[src/rtl/mem_pkg.sv]
// mem_pkg: constants and FSM encoding shared by the PSRAM arbiter and the
// memory controller (bank/address/data widths, timeout read value).
package mem_pkg;

   localparam int BANK_W = 6;
   localparam int ADDR_W = 16;
   localparam int DATA_W = 8;
   localparam int GID_W  = 2;

   // Read data returned to a requester whose command was never accepted.
   localparam logic [DATA_W-1:0] TIMEOUT_RDATA = 8'hFF;

   typedef enum logic [1:0] {
      ST_IDLE  = 2'd0,
      ST_ISSUE = 2'd1,
      ST_WAIT  = 2'd2,
      ST_DONE  = 2'd3
   } arb_state_t;

endpackage

[src/rtl/mem_arb_select.sv]
// mem_arb_select: combinational winner selection among pending requests.
// Build option MEM_ARB_ROUND_ROBIN_EN: when defined, a rotating priority
// pointer is kept here; otherwise the lowest set index always wins.
module mem_arb_select
   import mem_pkg::*;
#(
   parameter int NUM_REQ = 3
)
(
`ifdef MEM_ARB_ROUND_ROBIN_EN
   input  logic               clk,
   input  logic               reset,
   input  logic               grant_i,
`endif
   input  logic [NUM_REQ-1:0] req_i,
   output logic               valid_o,
   output logic [GID_W-1:0]   win_o
);

`ifdef MEM_ARB_ROUND_ROBIN_EN
   logic [GID_W-1:0] ptr_q;

   // First pass searches at/after the pointer, second pass wraps to index 0.
   always_comb begin
      valid_o = 1'b0;
      win_o   = '0;
      for (int k = 0; k < NUM_REQ; k++) begin
         if (!valid_o && req_i[k] && (k >= int'(ptr_q))) begin
            valid_o = 1'b1;
            win_o   = k[GID_W-1:0];
         end
      end
      for (int k = 0; k < NUM_REQ; k++) begin
         if (!valid_o && req_i[k]) begin
            valid_o = 1'b1;
            win_o   = k[GID_W-1:0];
         end
      end
   end

   // After a grant to g, the pointer moves to (g+1) mod NUM_REQ.
   always_ff @(posedge clk or posedge reset) begin
      if (reset) begin
         ptr_q <= '0;
      end else if (grant_i) begin
         if (int'(win_o) == NUM_REQ - 1) begin
            ptr_q <= '0;
         end else begin
            ptr_q <= win_o + GID_W'(1);
         end
      end
   end
`else
   // Fixed priority: the lowest set request index wins.
   always_comb begin
      valid_o = 1'b0;
      win_o   = '0;
      for (int k = 0; k < NUM_REQ; k++) begin
         if (!valid_o && req_i[k]) begin
            valid_o = 1'b1;
            win_o   = k[GID_W-1:0];
         end
      end
   end
`endif

endmodule

[src/rtl/mem_arbiter.sv]
// mem_arbiter: shares the PSRAM controller between NUM_REQ requesters on the
// clkRAM domain. Latches the winner's command, drives CE until the controller
// reports busy, waits for busy to fall, then pulses a one-cycle ack.
// Build option MEM_ARB_ROUND_ROBIN_EN selects rotating priority (see
// mem_arb_select); undefined gives fixed priority with index 0 highest.
//
// Handshake: a requester raises req with its command and holds both until it
// sees its ack bit high for one cycle; it drops req on the edge ending that
// cycle. Toward the controller, mem_ce is held with a stable command until
// mem_busy rises (accepted), and the result is valid when mem_busy falls.
module mem_arbiter
   import mem_pkg::*;
#(
   parameter int NUM_REQ       = 3,
   parameter int ISSUE_TIMEOUT = 16,
   parameter int TO_W          = 5
)
(
   input  logic                      clk,
   input  logic                      reset,
   input  logic [NUM_REQ-1:0]        req,
   input  logic [NUM_REQ-1:0]        we,
   input  logic [NUM_REQ*BANK_W-1:0] bank,
   input  logic [NUM_REQ*ADDR_W-1:0] addr,
   input  logic [NUM_REQ*DATA_W-1:0] wdata,
   output logic [NUM_REQ-1:0]        ack,
   output logic [DATA_W-1:0]         rdata,
   output logic [GID_W-1:0]          grant_id,
   output logic                      timeout_err,
   output logic                      mem_ce,
   output logic                      mem_write,
   output logic [BANK_W-1:0]         mem_bank,
   output logic [ADDR_W-1:0]         mem_addr,
   output logic [DATA_W-1:0]         mem_wdata,
   input  logic [DATA_W-1:0]         mem_rdata,
   input  logic                      mem_busy,
   output logic [1:0]                dbg_state
);

   localparam logic [TO_W-1:0] TO_LAST = TO_W'(ISSUE_TIMEOUT - 1);

   arb_state_t          state_q;
   logic [TO_W-1:0]     cnt_q;
   logic [TO_W-1:0]     cnt_d;
   logic [NUM_REQ-1:0]  ack_q;
   logic [NUM_REQ-1:0]  gnt_onehot;
   logic [DATA_W-1:0]   rdata_q;
   logic [GID_W-1:0]    grant_id_q;
   logic                timeout_err_q;
   logic                mem_ce_q;
   logic                mem_write_q;
   logic [BANK_W-1:0]   mem_bank_q;
   logic [ADDR_W-1:0]   mem_addr_q;
   logic [DATA_W-1:0]   mem_wdata_q;

   logic                sel_valid;
   logic [GID_W-1:0]    sel_id;
   logic                grant_go;
   logic                sel_we;
   logic [BANK_W-1:0]   sel_bank;
   logic [ADDR_W-1:0]   sel_addr;
   logic [DATA_W-1:0]   sel_wdata;

   mem_arb_select #(
      .NUM_REQ (NUM_REQ)
   ) u_select (
`ifdef MEM_ARB_ROUND_ROBIN_EN
      .clk     (clk),
      .reset   (reset),
      .grant_i (grant_go),
`endif
      .req_i   (req),
      .valid_o (sel_valid),
      .win_o   (sel_id)
   );

   // A grant happens only from IDLE while the controller is not busy.
   assign grant_go = (state_q == ST_IDLE) && !mem_busy && sel_valid;
   assign cnt_d    = cnt_q + TO_W'(1);

   // Pick the winner's command fields out of the packed requester buses.
   always_comb begin
      sel_we    = 1'b0;
      sel_bank  = '0;
      sel_addr  = '0;
      sel_wdata = '0;
      for (int i = 0; i < NUM_REQ; i++) begin
         if (sel_id == i[GID_W-1:0]) begin
            sel_we    = we[i];
            sel_bank  = bank[i*BANK_W +: BANK_W];
            sel_addr  = addr[i*ADDR_W +: ADDR_W];
            sel_wdata = wdata[i*DATA_W +: DATA_W];
         end
      end
   end

   // One-hot ack pattern for the latched grant.
   always_comb begin
      gnt_onehot = '0;
      for (int i = 0; i < NUM_REQ; i++) begin
         gnt_onehot[i] = (grant_id_q == i[GID_W-1:0]);
      end
   end

   // Arbitration / issue / wait / done sequencer with registered outputs.
   always_ff @(posedge clk or posedge reset) begin
      if (reset) begin
         state_q       <= ST_IDLE;
         cnt_q         <= '0;
         ack_q         <= '0;
         rdata_q       <= '0;
         grant_id_q    <= '0;
         timeout_err_q <= 1'b0;
         mem_ce_q      <= 1'b0;
         mem_write_q   <= 1'b0;
         mem_bank_q    <= '0;
         mem_addr_q    <= '0;
         mem_wdata_q   <= '0;
      end else begin
         ack_q <= '0;
         case (state_q)
            ST_IDLE: begin
               if (grant_go) begin
                  grant_id_q  <= sel_id;
                  mem_write_q <= sel_we;
                  mem_bank_q  <= sel_bank;
                  mem_addr_q  <= sel_addr;
                  mem_wdata_q <= sel_wdata;
                  mem_ce_q    <= 1'b1;
                  cnt_q       <= '0;
                  state_q     <= ST_ISSUE;
               end
            end
            ST_ISSUE: begin
               if (mem_busy) begin
                  mem_ce_q <= 1'b0;
                  state_q  <= ST_WAIT;
               end else if (cnt_q == TO_LAST) begin
                  mem_ce_q      <= 1'b0;
                  timeout_err_q <= 1'b1;
                  rdata_q       <= TIMEOUT_RDATA;
                  ack_q         <= gnt_onehot;
                  state_q       <= ST_DONE;
               end else begin
                  cnt_q <= cnt_d;
               end
            end
            ST_WAIT: begin
               if (!mem_busy) begin
                  if (!mem_write_q) begin
                     rdata_q <= mem_rdata;
                  end
                  ack_q   <= gnt_onehot;
                  state_q <= ST_DONE;
               end
            end
            ST_DONE: begin
               state_q <= ST_IDLE;
            end
            default: begin
               state_q <= ST_IDLE;
            end
         endcase
      end
   end

   assign ack         = ack_q;
   assign rdata       = rdata_q;
   assign grant_id    = grant_id_q;
   assign timeout_err = timeout_err_q;
   assign mem_ce      = mem_ce_q;
   assign mem_write   = mem_write_q;
   assign mem_bank    = mem_bank_q;
   assign mem_addr    = mem_addr_q;
   assign mem_wdata   = mem_wdata_q;
   assign dbg_state   = state_q;

endmodule

[config.mk]
export PLATFORM = sky130hd
export DESIGN_NAME = mem_arbiter
export DESIGN_NICKNAME = d
export VERILOG_FILES = /design/src/rtl/mem_pkg.sv /design/src/rtl/mem_arb_select.sv /design/src/rtl/mem_arbiter.sv
export SDC_FILE = /design/constraint.sdc
export NUM_CORES = 1
export LEC_CHECK = 0
export ABC_AREA = 1
export BUFFER_PORTS_ARGS = -buffer_cell sky130_fd_sc_hd__buf_4
export CORE_ASPECT_RATIO = 1.75
export CORE_MARGIN = 10
export CORE_UTILIZATION = 41
export DETAILED_ROUTE_END_ITERATION = 16
export GPL_TIMING_DRIVEN = 0
export PLACE_DENSITY = 0.87
export SLEW_MARGIN = 30
export SYNTH_ARGS = -nofsm -noshare
export SYNTH_HDL_FRONTEND = slang
export SYNTH_SLANG_ARGS = --single-unit
[constraint.sdc]
create_clock -name clk -period 1.59 [get_ports clk]
set_input_delay 0.2385 -clock clk [delete_from_list [all_inputs] [get_ports clk]]
set_output_delay 0.2385 -clock clk [all_outputs]
set_load 0.1 [all_outputs]
[Word-level counts from Yosys, hierarchy flattened]
Index checks and enable logic that the tools add are counted.
Word-level totals
  bits in writable memories: 0
  bits of input ports: 107
  memories kept: 0
  latch bits: 0
  flip-flop bits (word level): 53
  ROM bits: 0
Cells by class
  add/sub/neg operators: 1
  reductions and logical operators: 18
  equal/unequal tests: 15
  mux-type cells: 39
  divide/modulo/power cells: 0
  bitwise gates (word level): 1
  magnitude comparators: 0
  multipliers: 0
  shifts and indexed selects: 0
Operators by type and width (number)
  $mux W8: 7
  $mux W16: 3
  $mux W6: 3
  $pmux W8 S2: 1
  $mux W5: 3
  $ne A2 B2 Y1 const B: 6
  $mux W1: 10
  $mux W2: 5
  $pmux W5 S2: 1
  $mux W3: 3
  $reduce_and A3 Y1: 3
  $eq A2 B2 Y1 const B: 4
  $pmux W2 S4: 1
  $eq A2 B1 Y1 const B: 3
  $logic_not A2 Y1: 3
  $pmux W3 S2: 1
  $add A5 B1 Y5 const B: 1
  $eq A5 B4 Y1 const B: 1
  $reduce_and A5 Y1: 1
  $logic_and A1 B1 Y1: 4
  $reduce_and A4 Y1: 1
  $reduce_bool A2 Y1: 2
  $logic_not A1 Y1: 3
  $ne A3 B3 Y1 const B: 1
  other kinds (3): 3

[Longest topological paths before layout]
Gate-level depths: netlist of run 1.
  word-level depth: 11
  gate-level depth with buffers: 10
  depth with buffers taken out: 10

[Modules after synthesis]
A second synthesis of run 1 with hierarchy kept.
Second synthesis, totals
  cells, all modules: 422
  area, all modules: 2952.8 µm²
By module, submodules not included
  mem_arbiter: area an instance 2920.3 µm², cells an instance 415, times used 1
  mem_arb_select: area an instance 32.5 µm², cells an instance 7, times used 1

[Least setup slack after synthesis of run 1]
No wires, ideal clock.
  kind: register to register
  start: register state_q[1], in the netlist dbg_state[1]
  end: register rdata_q[1], in the netlist rdata[1]
  setup slack: -0.666 ns
  required time: 1.468 ns
  arrival time: 2.133 ns
  buffers on the path: 2
  stages on the path, launching flop included: 11
  library setup time: 0.122 ns
  cells stage by stage: dfrtp_1 > inv_1 > ha_1 > buf_6 > inv_2 > nor2_1 > a21oi_1 > nand2_2 > buf_6 > nand2_1 > o21ai_2
On the way
  longest elaborated chain between the ends: 3
  elaborated cells on any way between the ends: 9
Ends and longest elaborated chain
  start, declared: RTL line mem_arbiter.sv:42  | arb_state_t state_q;
  start signal, assigned: RTL line mem_arbiter.sv:108  | state_q <= ST_IDLE;
  start signal, assigned: RTL line mem_arbiter.sv:131  | state_q <= ST_ISSUE;
  start signal, assigned: RTL line mem_arbiter.sv:137  | state_q <= ST_WAIT;
  $eq A2 B1 Y1 / $eq A2 B2 Y1 (equally long branches): RTL line mem_arbiter.sv:121  | case (state_q)
  $ne A2 B2 Y1 (no line) / $reduce_bool A2 Y1 (equally long branches)
  $reduce_and A5 Y1 (no line)
  end signal, assigned: RTL line mem_arbiter.sv:151  | rdata_q <= mem_rdata;
  end, declared: RTL line mem_arbiter.sv:47  | logic [DATA_W-1:0] rdata_q;
Parallel ways exist; a longest one is shown, timed or not.
A chain may end at the register's enable or synchronous reset.

[Worst setup path after layout of run 1]
  start: register state_q[0], in the netlist dbg_state[0]
  end: register rdata_q[7], in the netlist rdata[7]
The elaborated chain is that of the path after synthesis.

==> results.json, run 1 <==
{
  "status": "complete, but fails checks",
  "violations": "setup timing",
  "finalHoldWorstSlack_ns": 0.191,
  "cts_root_buf": "clkbuf_16",
  "vias": 3210,
  "yosys_warnings": 0,
  "finalCriticalPeriod_ns": 1.63,
  "antenna_found_initial": 0,
  "postSynthAreaPerCell_um2": 7.73,
  "clkTransAtPathRegs_ns": 0.07,
  "syn-num-nets": 485,
  "synth_edf_count": 0,
  "drt_pass1_iterations": 4,
  "grt_pass1_vias": 3521,
  "min_path_type": "input pin to flip-flop",
  "grt_overflow": 0,
  "hold_viol_final": 0,
  "ys_async_sr_fraction": 1.00,
  "fp.dieH_um": 131,
  "dp_hpwl_um": 8250,
  "io_buffers": 154,
  "fillerInstances": 608,
  "via_per_inst": 5.06,
  "first_iter_violations": 127,
  "grt_usage": 0.185,
  "power.density_nw_per_um2": 2400,
  "critical_path_required_ns": 1.77,
  "grt_pass1_wl_um": 16700,
  "gp_routability_congestion": 0.849,
  "synth-main-ff-cell": "dfrtp_1",
  "rows": 40,
  "grt_max_degree": 52,
  "skew_ns": 0.00471,
  "worst-setup-path-type": "flip-flop to flip-flop",
  "dp_slack_ns": -0.188,
  "final_layout_size_suffix_gt1_frac": 0.436,
  "fp.coreArea_um2": 6860,
  "n_antenna_cell": 0,
  "cts_max_path_buffers": 2,
  "die_w_um": 83.3,
  "routed_wl_um": 10800,
  "drcViolationCount": 0,
  "tritoncts": "yes",
  "clk_latency_ns": 0.29,
  "worst_slew_pin_slew_ns": 0.302,
  "drv_cap": 0,
  "nNetsFinal": 662,
  "peakVddDrop_v": 0.00148,
  "syn-instance-count": 372,
  "cp_max_fo": 9,
  "wl_per_cell_um": 17.0,
  "synth_area_um2": 2870,
  "initial_utilization": 0.419,
  "cts_buffers": 5,
  "finalSetupViolations": 8,
  "num_io_pins": 155,
  "finalWorstSetupSlack_ns": -0.0432,
  "finalMaxSlewViolations": 0,
  "cp-start-kind": "flip-flop",
  "critPathArrivalTime_ns": 1.81,
  "cts_htree_levels": 2,
  "rsz0062_at_grt": "yes",
  "syn_to_final_growth_pct": 61.9,
  "dieArea_um2": 10900,
  "end_kind": "flip-flop",
  "yosysSeqAreaShare": 0.461,
  "slew_headroom": 0.800,
  "drtAntennaViolNets": 0,
  "ys_seq_elements": 53,
  "p_leak_nw": 2.49,
  "post-route-period-util": 1.03,
  "cts.sinks": 53,
  "yosys.cell_types.count": 21,
  "max_freq_ghz": 0.612
}
-- area by class of cell --
class	instances	area [um2]	share of cell area
buffer	21	150	0.0323
clock buffer	5	125	0.0269
multi-input combinational	280	1510	0.325
tap	84	105	0.0226
sequential	53	1330	0.286
timing repair buffer	170	1330	0.285
clock inverter	3	26.3	0.00565
inverter	18	80.1	0.0172
-- layout by cell type (no fill, tap or decap), drive strengths merged --
cell | synthesis | routed
buf | 21 | 190
nand2 | 161 | 161
dfrtp | 53 | 53
nand3 | 40 | 40
o211ai | 31 | 31
inv | 18 | 19
o21ai | 17 | 17
nor2 | 16 | 16
ha | 6 | 6
clkbuf | 0 | 5
or2 | 3 | 3
nand4 | 3 | 3
clkinv | 0 | 2
nor3 | 1 | 1
a21oi | 1 | 1
o21bai | 1 | 1
dlygate4sd3 | 0 | 1
-- per-layer routing --
layer | track usage | vias up | routed length (um)
li1 | - | 1577 | -
met1 | 0.182 | 1489 | 3750
met2 | 0.353 | 122 | 6090
met3 | 0.0558 | 22 | 709
met4 | 0.0724 | 0 | 258
met5 | 0 | - | 0
-- power by group --
part | leakage [nW] | total [mW] | internal, mW | switching (mW)
registers | 0.662 | 2.33 | 1.92 | 0.411
logic | 1.75 | 7.71 | 1.97 | 5.73
clock network | 0.0744 | 1.11 | 0.595 | 0.513
-- worst max-delay path, cell delays in order, from the launching register on --
cell	delay [ns]
dfrtp_2	0.44
buf_6	0.14
ha_4	0.14
buf_6	0.14
inv_6	0.07
nor2_4	0.04
a21oi_2	0.15
nand2_4	0.11
buf_6	0.16
nand2_4	0.05
o21ai_2	0.05
-- cells by family after synthesis --
kind of cell             share of synthesized area
flip-flops                                   0.461
AND/OR/NAND/NOR                              0.322
buffers and inverters                       0.0653
adder cells (fa/ha/maj)                     0.0261
AO/OA/AOI/OAI                                0.125
-- Yosys cell counts (3+ instances only) --
library cell  number  share of area
buf_2             18          0.031
dfrtp_1           53           0.46
ha_1               6          0.026
inv_1             17          0.022
nand2_1          158           0.21
nand3_1           40          0.070
nand4_1            3         0.0065
nor2_1            16          0.021
o211ai_1          31          0.081
o21ai_0            4         0.0070
o21ai_1            5         0.0087
o21ai_2            8          0.024
or2_2              3         0.0065
-- timing repair --
item	CTS	global route
gates cloned	1	0
setup buffers	6	7
endpoints found under the hold margin	2	0
endpoints found under the setup margin	46	49
pin swaps	5	5
resized for setup	23	22
hold buffers	1	0
-- path summary, 6_finish.rpt --
check	startpoint	endpoint	slack, ns	cells past startpoint
max	dbg_state[0]	rdata[7]	-0.04	10
min	addr[45]	mem_addr[13]	0.19	3
max reg2reg	dbg_state[0]	rdata[7]	-0.04	10
min reg2reg	timeout_err	timeout_err	0.48	2
max in group asynchronous	reset	dbg_state[0]	0.75	4
min in group asynchronous	reset	rdata[2]	0.37	3
-- flip-flops by register name (all words and copies together), names as in the netlist --
name and count:
mem_addr 16, mem_wdata 8, rdata 8, mem_bank 6
cnt_q 5, ack 3, dbg_state 2, grant_id 2
mem_ce 1, mem_write 1, timeout_err 1
-- metrics by stage --
step                      utilization  area [um2]  setup TNS [ns]  cells  power (mW)
after floorplan                     -        2910           -7.64    372        7.68
after global placement          0.608        4170          -35.03    610        9.20
after detailed placement        0.613        4200           -4.08    611        9.36
after CTS                       0.656        4500           -1.03    627        10.8
after global routing            0.679        4650          -0.877    634        11.6
final                           0.679        4650          -0.215    634        11.1
Power figures use the tool's default switching activity.
==> inputs of run 2 (changes only) <==
CORE_UTILIZATION = 49   (was 41)
PLACE_DENSITY = 0.95   (was 0.87)
clock period = 1.9 ns   (was 1.59 ns; I/O delays follow)
==> run 2 against run 1 <==
The flow now finishes without violations. Via count rose by 1.6%. Critical path depth decreased by 1. Sequential share of layout area rose by 2.4 points. Hold slack better by 0.024 ns. Clock-buffer cell count is the same. Maximum frequency down 6.7%. Final area is 7.6% lower. First-iteration DRC count grew 57%. Global-route usage up 2.8 points. Flip-flop and latch count is the same. Cell count fell by 2.8%. Register-to-register slack gained 0.19 ns. Critical path type unchanged. Critical endpoint is now mem_bank[3]. Largest cell class unchanged.
==> results.json, run 2 (same netlist as run 1, synthesis figures left out) <==
{
  "status": "finished, final reports clean",
  "hold_viol_final": 0,
  "skew_ns": 0.0103,
  "clkTransAtPathRegs_ns": 0.11,
  "num_io_pins": 155,
  "via_per_inst": 5.29,
  "fp.coreArea_um2": 5630,
  "n_antenna_cell": 0,
  "cp_slowest_cell": "dfrtp_2",
  "finalSetupViolations": 0,
  "peakVddDrop_v": 0.00138,
  "rows": 36,
  "antenna_found_initial": 0,
  "p_int_mw": 3.20,
  "max_freq_ghz": 0.571,
  "grt_max_degree": 42,
  "cts_htree_levels": 2,
  "finalMaxSlewViolations": 0,
  "ff2ff_setup_slack_ns": 0.15,
  "first_iter_violations": 200,
  "postPlaceCellArea_um2": 4150,
  "min_path_type": "input pin to flip-flop",
  "final_layout_size_suffix_gt1_frac": 0.387,
  "tritoncts": "yes",
  "fillerInstances": 415,
  "grt_overflow": 0,
  "cts.sinks": 53,
  "die_w_um": 77.9,
  "p_comb_frac": 0.696,
  "dieArea_um2": 9450,
  "critical_path_required_ns": 2.10,
  "swShare": 0.623,
  "clk_latency_ns": 0.31,
  "power_mw": 8.50,
  "crit_top_cell": "nand2_1",
  "critPathArrivalTime_ns": 1.95,
  "drcViolationCount": 0,
  "path_delay_family": "buffers and inverters",
  "p_seq_frac": 0.224,
  "wl_per_cell_um": 17.0,
  "gp_routability_congestion": 0.924,
  "cts_buffers": 5,
  "cp_max_fo": 10,
  "cp-start-kind": "flip-flop",
  "p_leak_nw": 2.38,
  "fin_util": 0.764,
  "grt_pass1_wl_um": 16500,
  "slew_headroom": 0.763,
  "cts_root_buf": "clkbuf_8",
  "final_cell_mix": "buf_4, nand2_1, dfrtp_1",
  "post-route-period-util": 0.921,
  "final_cell_area_um2": 4300,
  "worst_slew_pin_slew_ns": 0.351,
  "critPathMaxStageDelay_ns": 0.44,
  "final_common_cell": "buf_4",
  "drtAntennaViolNets": 0,
  "cts_max_path_buffers": 2,
  "drv_cap": 0,
  "fp.dieH_um": 121,
  "end_kind": "flip-flop",
  "syn_to_final_growth_pct": 49.6,
  "vias": 3261,
  "nNetsFinal": 652,
  "drt_pass1_iterations": 4,
  "layout.cells.non_filler": 616,
  "initial_utilization": 0.510,
  "dp_hpwl_um": 8520,
  "cp.buffers_inverters": 4,
  "grt_usage": 0.213,
  "io_buffers": 154,
  "p_switching_mw": 5.30,
  "worst-setup-path-type": "flip-flop to flip-flop",
  "crit_chain": "inv_1, ha_1, inv_1, nor2_1, nand2_1, buf_4, buf_2, nand2_1, nand2_1",
  "largest_register_ffs": 16,
  "grt_pass1_vias": 3565,
  "power_frac_clock": 0.079,
  "dp_slack_ns": 0.108,
  "fin_setup_tns_ns": 0,
  "finalWorstSetupSlack_ns": 0.149,
  "finalCriticalPeriod_ns": 1.75,
  "power.density_nw_per_um2": 1980,
  "finalHoldWorstSlack_ns": 0.215,
  "routed_wl_um": 10400,
  "dp_cells": 603
}
[run 2: layer usage]
layer	GRT usage	wire, um	up-vias
met5	0	0	-
met4	0.104	453	0
met3	0.0638	753	33
met2	0.403	5760	138
met1	0.200	3480	1533
li1	-	-	1557
[run 2: power by group through the flow]
stage               clock network [mW]  logic (mW)  registers [mW]
floorplan                            0        1.24            5.13
global placement                     0        5.72            1.90
detailed placement                   0        5.84            1.92
CTS                              0.684        5.85            1.90
global route                     0.738        6.22            1.97
finish                           0.673        5.92            1.91
[run 2: path summary, 6_finish.rpt]
kind	cells past startpoint	end	startpoint
worst min register to register	2	timeout_err	timeout_err
worst min-delay path	3	mem_addr[4]	addr[36]
max in group asynchronous	4	dbg_state[1]	reset
worst max register to register	9	mem_bank[3]	dbg_state[0]
min in group asynchronous	3	rdata[6]	reset
worst max-delay path	9	mem_bank[3]	dbg_state[0]
[run 2: repair_timing]
item,4_1_cts,5_1_grt
setup endpoints to repair,0,11
endpoints found under the hold margin,12,0
resized for setup,0,5
buffers inserted,0,4
hold buffers,1,0
[run 2: final cells by class]
| type | count | area [um2] | area share |
|---|---|---|---|
| clock buffers | 5 | 68.8 | 0.0160 |
| clock inverters | 3 | 25.0 | 0.00582 |
| repair buffers | 160 | 1220 | 0.283 |
| inverters | 18 | 70.1 | 0.0163 |
| flip-flops and latches | 53 | 1330 | 0.309 |
| plain buffers | 21 | 124 | 0.0288 |
| well taps | 76 | 95.1 | 0.0221 |
| multi-input cells | 280 | 1370 | 0.319 |
[run 2: worst register-to-register path, delay by kind of cell, from the launching register on]
family | cells | cell delay (ns)
adders and majority gates | 1 | 0.25
buffers and inverters | 4 | 0.57
DFF | 1 | 0.44
and+or+nand+nor | 4 | 0.37
